**src/rtl/axi_pkg.sv**
```systemverilog
// Shared AXI3 constants and AR field types for the read-side bridge blocks.
package axi_pkg;

    localparam logic [1:0]  AXI_BURST_INCR = 2'b01;
    localparam logic [1:0]  AXI_RESP_OKAY  = 2'b00;
    localparam int unsigned LEN_W          = 8;
    localparam int unsigned SIZE_W         = 3;

    // Address width varies per instance, so the address is added by the user of this type.
    typedef struct packed {
        logic [LEN_W-1:0]  len;
        logic [SIZE_W-1:0] size;
    } ar_ctrl_t;

endpackage

```
**src/rtl/rr_arbiter.sv**
```systemverilog
// Round-robin picker: grants the first requester after the last winner, wrapping modulo N.
module rr_arbiter #(
    parameter int unsigned N     = 3,
    parameter int unsigned IDX_W = (N > 1) ? $clog2(N) : 1
) (
    input  logic             clk,
    input  logic             reset,
    input  logic [N-1:0]     req,
    input  logic             en,
    output logic [N-1:0]     grant,
    output logic [IDX_W-1:0] grant_idx
);

    logic [IDX_W-1:0] ptr;
    logic [IDX_W-1:0] cand;
    logic             found;

    always_ff @(posedge clk) begin
        if (reset) begin
            ptr <= IDX_W'(N - 1);
        end else if (en && found) begin
            ptr <= grant_idx;
        end
    end

    always_comb begin
        found     = 1'b0;
        grant_idx = '0;
        cand      = '0;
        for (int unsigned k = 1; k <= N; k++) begin
            cand = IDX_W'((32'(ptr) + k) % N);
            if (!found && req[cand]) begin
                found     = 1'b1;
                grant_idx = cand;
            end
        end
        grant = '0;
        if (en && found) begin
            grant[grant_idx] = 1'b1;
        end
    end

endmodule

```
**src/rtl/axi_rd_arbiter.sv**
```systemverilog
// N-port burst read front end: round-robin AR issue tagged by port index, R beats routed back by rid.
module axi_rd_arbiter
    import axi_pkg::*;
#(
    parameter int unsigned NUM_PORTS  = 3,
    parameter int unsigned ID_WIDTH   = 4,
    parameter int unsigned ADDR_WIDTH = 32,
    parameter int unsigned DATA_WIDTH = 32
) (
    input  logic                            clk,
    input  logic                            reset,
    input  logic [NUM_PORTS-1:0]            p_req,
    input  logic [NUM_PORTS*ADDR_WIDTH-1:0] p_addr,
    input  logic [NUM_PORTS*LEN_W-1:0]      p_len,
    input  logic [NUM_PORTS*SIZE_W-1:0]     p_size,
    output logic [NUM_PORTS-1:0]            p_addr_ok,
    output logic [NUM_PORTS-1:0]            p_data_ok,
    output logic [DATA_WIDTH-1:0]           p_rdata,
    output logic                            p_rlast,
    output logic                            err_sticky,
    output logic [ID_WIDTH-1:0]             arid,
    output logic [ADDR_WIDTH-1:0]           araddr,
    output logic [7:0]                      arlen,
    output logic [2:0]                      arsize,
    output logic [1:0]                      arburst,
    output logic [1:0]                      arlock,
    output logic [3:0]                      arcache,
    output logic [2:0]                      arprot,
    output logic                            arvalid,
    input  logic                            arready,
    input  logic [ID_WIDTH-1:0]             rid,
    input  logic [DATA_WIDTH-1:0]           rdata,
    input  logic [1:0]                      rresp,
    input  logic                            rlast,
    input  logic                            rvalid,
    output logic                            rready
);

    localparam int unsigned IDX_W = (NUM_PORTS > 1) ? $clog2(NUM_PORTS) : 1;

    typedef struct packed {
        logic [ADDR_WIDTH-1:0] addr;
        ar_ctrl_t              ctrl;
    } ar_t;

    ar_t                  ar_q;
    ar_t                  ar_sel;
    logic [NUM_PORTS-1:0] busy;
    logic [NUM_PORTS-1:0] busy_n;
    logic [NUM_PORTS-1:0] eligible;
    logic [IDX_W-1:0]     g_idx;
    logic                 grant_en;
    logic                 any_grant;
    logic                 beat;
    logic                 rid_ok;
    logic                 beat_ok;

    assign eligible  = p_req & ~busy;
    assign grant_en  = ~arvalid | arready;
    assign any_grant = |p_addr_ok;

    rr_arbiter #(
        .N     (NUM_PORTS),
        .IDX_W (IDX_W)
    ) u_rr (
        .clk       (clk),
        .reset     (reset),
        .req       (eligible),
        .en        (grant_en),
        .grant     (p_addr_ok),
        .grant_idx (g_idx)
    );

    always_comb begin
        ar_sel = '0;
        for (int unsigned i = 0; i < NUM_PORTS; i++) begin
            if (g_idx == IDX_W'(i)) begin
                ar_sel.addr      = p_addr[i*ADDR_WIDTH +: ADDR_WIDTH];
                ar_sel.ctrl.len  = p_len[i*LEN_W +: LEN_W];
                ar_sel.ctrl.size = p_size[i*SIZE_W +: SIZE_W];
            end
        end
    end

    assign beat    = rvalid & rready;
    assign rid_ok  = 32'(rid) < NUM_PORTS;
    assign beat_ok = beat & rid_ok;

    // Beats are steered with zero latency; busy is freed by rlast and re-armed by a grant.
    always_comb begin
        p_data_ok = '0;
        busy_n    = busy;
        for (int unsigned i = 0; i < NUM_PORTS; i++) begin
            if (beat_ok && 32'(rid) == i) begin
                p_data_ok[i] = 1'b1;
                if (rlast) begin
                    busy_n[i] = 1'b0;
                end
            end
        end
        busy_n = busy_n | p_addr_ok;
    end

    assign p_rdata = rdata;
    assign p_rlast = beat_ok & rlast;

    always_ff @(posedge clk) begin
        if (reset) begin
            ar_q       <= '0;
            arid       <= '0;
            arvalid    <= 1'b0;
            busy       <= '0;
            err_sticky <= 1'b0;
            rready     <= 1'b0;
        end else begin
            rready <= 1'b1;
            busy   <= busy_n;
            if (grant_en) begin
                arvalid <= any_grant;
                if (any_grant) begin
                    ar_q <= ar_sel;
                    arid <= ID_WIDTH'(g_idx);
                end
            end
            if (beat && (!rid_ok || rresp != AXI_RESP_OKAY)) begin
                err_sticky <= 1'b1;
            end
        end
    end

    assign araddr  = ar_q.addr;
    assign arlen   = ar_q.ctrl.len;
    assign arsize  = ar_q.ctrl.size;
    assign arburst = AXI_BURST_INCR;
    assign arlock  = '0;
    assign arcache = '0;
    assign arprot  = '0;

endmodule
```
**config.mk**
```make
export PLATFORM = sky130hd
export DESIGN_NAME = axi_rd_arbiter
export DESIGN_NICKNAME = d
export VERILOG_FILES = /design/src/rtl/axi_pkg.sv /design/src/rtl/rr_arbiter.sv /design/src/rtl/axi_rd_arbiter.sv
export SDC_FILE = /design/constraint.sdc
export NUM_CORES = 1
export LEC_CHECK = 0
export CORE_AREA = 3 3 116 118
export CTS_CLUSTER_SIZE = 20
export DETAILED_ROUTE_END_ITERATION = 16
export DIE_AREA = 0 0 119 121
export PLACE_DENSITY = 0.74
export SETUP_SLACK_MARGIN = 0.4
export SYNTH_ARGS = -nofsm -noshare
export SYNTH_HDL_FRONTEND = slang
export SYNTH_SLANG_ARGS = --single-unit
```
**constraint.sdc**
```tcl
create_clock -name clk -period 2.72 [get_ports clk]
set_clock_uncertainty 0.05 [all_clocks]
set_input_delay 0.408 -clock clk [delete_from_list [all_inputs] [get_ports clk]]
set_output_delay 0.408 -clock clk [all_outputs]
set_load 0.01 [all_outputs]
```
## Word level (Yosys, flattened, before mapping)

Index checks and enable logic that the tools add are counted.

| word-level totals | value |
|---|---|
| flip-flop bits (word level) | 53 |
| bits of input ports | 175 |
| word-level logic and storage cells | 78 |

| cells by class | value |
|---|---|
| $add $sub $neg | 3 |
| div/mod/pow operators | 3 |
| order comparisons | 6 |
| equal/unequal tests | 4 |
| multiplexer cells | 28 |
| bitwise operators | 8 |
| reductions and logical operators | 17 |

Operators by type and width:

| cell | number |
|---|---|
| 43-bit two-way mux | 3 |
| 32-bit by 2-bit modulo with 32-bit output (second input constant) | 3 |
| 1-bit two-way mux | 17 |
| 2-bit by 3-bit less-than comparator with 1-bit output (second input constant) | 4 |
| 1-bit logical AND | 8 |
| 2-bit by 2-bit adder with 3-bit output (second input constant) | 2 |
| 1-bit binary-select mux with 2-bit select | 3 |
| 2-bit two-way mux | 3 |
| 4-bit by 1-bit equality test with 1-bit output (second input constant) | 1 |
| 4-bit by 2-bit equality test with 1-bit output (second input constant) | 1 |
| 4-bit logical NOT | 1 |
| 4-bit by 2-bit less-than comparator with 1-bit output (second input constant) | 1 |
| 2-bit by 1-bit adder with 3-bit output (second input constant) | 1 |
| 1-bit bitwise AND | 3 |
| 3-bit bitwise AND | 1 |
| 1-bit logical NOT | 3 |
| 3-bit two-way mux | 1 |
| 3-bit inverter | 1 |
| 3-bit bitwise OR | 1 |
| 3-bit OR reduction | 1 |
| 1-bit demux with 2-bit select | 1 |
| 2-bit by 1-bit equality test with 1-bit output (second input constant) | 1 |
| 2-bit equality test (second input constant) | 1 |
| 2-bit by 1-bit greater-or-equal comparator with 1-bit output (second input constant) | 1 |
| 6 further kinds | 6 |

## Depth between registers and ports, before layout

| depth | value |
|---|---|
| depth in word-level cells | 18 |
| gate-level depth with buffers | 11 |

## Cells and area by module

Synthesis repeated with hierarchy kept, for this count alone.

| second synthesis, totals | value |
|---|---|
| cell total of the unflattened synthesis | 423 |
| area, all modules | 3563.4 sq um |

Modules (own cells, without submodules):

| module | instances | cells an instance | area each (sq um) |
|---|---|---|---|
| axi_rd_arbiter | 1 | 386 | 3268.1 |
| rr_arbiter | 1 | 37 | 295.3 |

## Worst setup path after synthesis

Ideal clock, no wire load.

| timing | value |
|---|---|
| kind | register to output |
| start point | reg u_rr.ptr[0] |
| end point | out p_addr_ok[1] |
| data arrival time | 2.290 ns |
| required time | 2.262 ns |
| setup slack | -0.028 ns |
| cell stages (with the launch flop) | 10 |
| cells stage by stage | dfxtp_1 inv_1 ha_1 or2_1 a32o_2 or2_1 buf_2 o211a_1 clkbuf_1 and2_1 |

| on the way | value |
|---|---|
| longest elaborated chain between the ends | 16 |
| elaborated cells between the ends (all ways) | 29 |
| those cells by class | 3 x add/sub; 3 x div; 2 x order compare; 15 x mux; 6 x reduce/logical |

RTL lines:

| element | line | RTL |
|---|---|---|
| start: declaration | rr_arbiter.sv:14 | `logic [IDX_W-1:0] ptr;` |
| start signal: assignment | rr_arbiter.sv:20 | `ptr <= IDX_W'(N - 1);` |
| start signal: assignment | rr_arbiter.sv:22 | `ptr <= grant_idx;` |
| 2-bit by 1-bit adder with 3-bit output | rr_arbiter.sv:31 | `cand = IDX_W'((32'(ptr) + k) % N);` |
| 32-bit by 2-bit modulo with 32-bit output | rr_arbiter.sv:31 |  |
| 1-bit binary-select mux with 2-bit select | rr_arbiter.sv:32 | `if (!found && req[cand]) begin` |
| 1-bit two-way mux (not written as such) | rr_arbiter.sv:32 |  |
| 1-bit two-way mux | rr_arbiter.sv:32 |  |
| 1-bit logical NOT | rr_arbiter.sv:32 |  |
| 1-bit logical AND | rr_arbiter.sv:32 |  |
| 1-bit two-way mux | rr_arbiter.sv:32 |  |
| 1-bit logical NOT | rr_arbiter.sv:32 |  |
| 1-bit logical AND | rr_arbiter.sv:32 |  |
| 2-bit two-way mux | rr_arbiter.sv:32 |  |
| 2-bit by 3-bit less-than comparator with 1-bit output (not written as such) / 2-bit by 1-bit greater-or-equal comparator with 1-bit output (equally long branches) | rr_arbiter.sv:39 | `grant[grant_idx] = 1'b1;` |
| 1-bit logical AND (not written as such) | rr_arbiter.sv:39 |  |
| 1-bit two-way mux (not written as such) | rr_arbiter.sv:39 |  |
| 1-bit demux with 2-bit select | - |  |
| 3-bit two-way mux * | rr_arbiter.sv:38 | `if (en && found) begin` |
| end: declaration | axi_rd_arbiter.sv:16 | `output logic [NUM_PORTS-1:0] p_addr_ok,` |

Mark *: on every way between the ends. The rest lies on a longest branch, timed or not. The select of a mux whose other input is x is not followed.

## Final worst setup path

Same ends and word-level chain as after synthesis.

==> impl_metrics.csv <==
group,metric,value,unit
clock_tree,htree_levels,2,
timing,setup_viol,0,
synth,yosys.area.top_type_share,0.286,
final_layout,layout.nets,822,
timing,slew_violations,0,
worst_setup_path,required,2.26,ns
final_layout,antenna_cells,0,
final_layout,design_area,7360,um^2
clock_tree,clk_pin_slew,0.07,ns
timing,layout_setup_ws,0.0314,ns
floorplanning,die_w,119,um
floorplanning,core,12600,um^2
synth,synth_area_leaders,"dfxtp_1 (29%), buf_4 (9.9%), o21a_1 (7.9%)",
timing,rsz0062_at_grt,"true",
grt,track_usage,0.216,
timing,slew_headroom,0.630,
clock_tree,cts_tree,"yes",
synth,syn_area_per_cell,8.97,um^2
timing,tightest_slew,0.555,ns
synth,synth_edf_count,0,
final_layout,layout_common_cells,"clkdlybuf4s50_1 (187), dfxtp_1 (51), buf_4 (41), o21a_1 (38), inv_1 (28)",
worst_setup_path,endpoint_kind,"primary output",
timing,fmax,372,MHz
clock_tree,numCtsBuffers,5,
placement,placed_cell_area,5760,um^2
floorplanning,die_h,121,um
synth,synth_seq_cells,53,
pwr,power_density,1250,nW/um^2
grt,antenna_found_initial,0,
pwr,leakage,2.79,nW
clock_tree,clkLatencyLatePin,0.30,ns
grt,grt_pass1_wl,24300,um
run_status,outcome,"complete, no violations",
grt,grt_start_max_net_pins,50,
placement,gp_congestion,0.839,
clock_tree,root_buffer,"clkbuf_16",
synth,synthesis.area,3710,um^2
synth,yosysTopAreaCell,"dfxtp_1",
drt,route.detailed.drc,0,
synth,yosysSeqAreaShare,0.286,
placement,port_buffers,197,
worst_setup_path,worstPathMaxFanout,6,
timing,min_period,2.69,ns
drt,vias,4196,
final_layout,final_common_cell,"clkdlybuf4s50_1",
drt,firstDrtPassIters,4,
timing,hold_viol,0,
final_layout,syn2layout_area_growth,98.1,%
worst_hold_path,min_path_type,"flip-flop to flip-flop",
run,drv_cap,0,
floorplanning,die_area,14400,um^2
drt,routed_wl,16800,um
timing,hold_slack,0.424,ns
synth,synth-main-ff-cell,"dfxtp_1",
placement,dpl.hpwl,9810,um
synth,ys_types,48,
final_layout,fin_util,0.585,
final_layout,drive_gt1_frac,0.309,
floorplanning,ios,275,
drt,routedWlPerCell,20.6,um
synth,synthArstFlopShare,0,
worst_setup_path,startpoint_type,"flip-flop",
drt,ant_nets,0,
clock_tree,hold_buffers,0,
floorplanning,rows,41,
clock_tree,cts_sinks,53,
clock_tree,cts_buffer_depth,2,
floorplanning,start_util,0.295,
synth,synth-warning-count,0,
worst_setup_path,critPathKind,"flip-flop to primary output",
worst_setup_path,worstPathArrival,2.23,ns
pwr,irDropWorstVdd,0.482,mV
pwr,power.total,9.18,mW
grt,gr-total-overflow,0,
grt,grt_pass1_vias,4454,
placement,pre_cts_slack,-0.149,ns
synth,netlist_instances,414,
drt,drt-vias-per-instance,5.14,
timing,finalCritPeriodShare,0.988,
drt,drt_iter0_drc,202,
[where the power goes]
part	internal (mW)	leakage (nW)	switching [mW]
sequential	1.06	0.439	0.179
clock	0.344	0.0702	0.315
combinational	3.99	2.29	3.30
[worst paths after layout]
kind | startpoint | endpoint | slack (ns) | cells after the start
max | u_rr.ptr[0]$_SDFFE_PP0P_ | p_addr_ok[1] | 0.03 | 8
min | araddr[2]$_SDFFE_PP0P_ | araddr[2]$_SDFFE_PP0P_ | 0.42 | 2
max reg2reg | u_rr.ptr[0]$_SDFFE_PP0P_ | araddr[3]$_SDFFE_PP0P_ | 0.09 | 13
min reg2reg | araddr[2]$_SDFFE_PP0P_ | araddr[2]$_SDFFE_PP0P_ | 0.42 | 2
[final cells by class]
type / instances / area, um^2
well taps: 172 / 215
flip-flops and latches: 53 / 1060
repair buffers: 289 / 3260
clock inverters: 3 / 21.3
clock buffers: 5 / 125
multi-input cells: 263 / 2550
inverters: 31 / 116
fillers: 995 / 5210
[state kept, by name, summed over array words and instances (netlist names)]
name	flops
araddr	32
busy	3
rready	1
arid	2
err_sticky	1
arlen	8
arsize	3
arvalid	1
u_rr.ptr	2
[metal layers]
metal  up-vias  wire, um  GRT usage
met5         -         0          0
met4         0       763      0.104
li1       1936         -          -
met3        62      1030     0.0420
met1      2007      6280      0.235
met2       191      8700      0.402
[worst max-delay path: stages (launching register included)]
cell     delay [ns]
dfxtp_2        0.34
inv_2          0.05
ha_4           0.25
or2_1          0.21
a32o_2         0.29
or2_4          0.26
o211a_4        0.26
and2_4         0.15
buf_6          0.11
[through the flow]
step	instances	TNS, ns
2_1_floorplan	425	0
3_3_place_gp	751	-0.329
3_5_place_dp	751	-0.834
4_1_cts	801	0
5_1_grt	816	-0.0342
6_report	816	0
[kinds of logic (layout without fill, tap and decap cells)]
group           after synthesis  in the layout  share of synthesized area
flops                        53             53                      0.286
fa+ha+maj                     4              4                     0.0135
compound gates              179            179                      0.411
simple gates                 60             60                     0.0980
mux                           7              7                     0.0192
buf+inv                     109            328                      0.170
other cells                   2             13                    0.00202
[timing repair]
action                                  4_1_cts  5_1_grt
pin swaps                                    43       34
cloned                                       14        2
gates resized for setup                      97       43
setup buffers                                28       13
endpoints found under the setup margin       55       55
[cell usage after synthesis, types with 4 or more instances]
library cell	number
a211oi_1	14
a211oi_2	19
a21o_1	13
a21oi_1	11
a221oi_1	6
a32o_1	12
buf_2	8
buf_4	49
buf_6	4
clkbuf_1	17
dfxtp_1	53
ha_1	4
inv_1	31
mux2i_1	6
nand2_1	6
nand2b_1	16
nor2_1	11
o21a_1	39
o21ai_0	27
o32ai_1	15
o32ai_2	10
No activity file was read; power rests on OpenSTA's default activity.
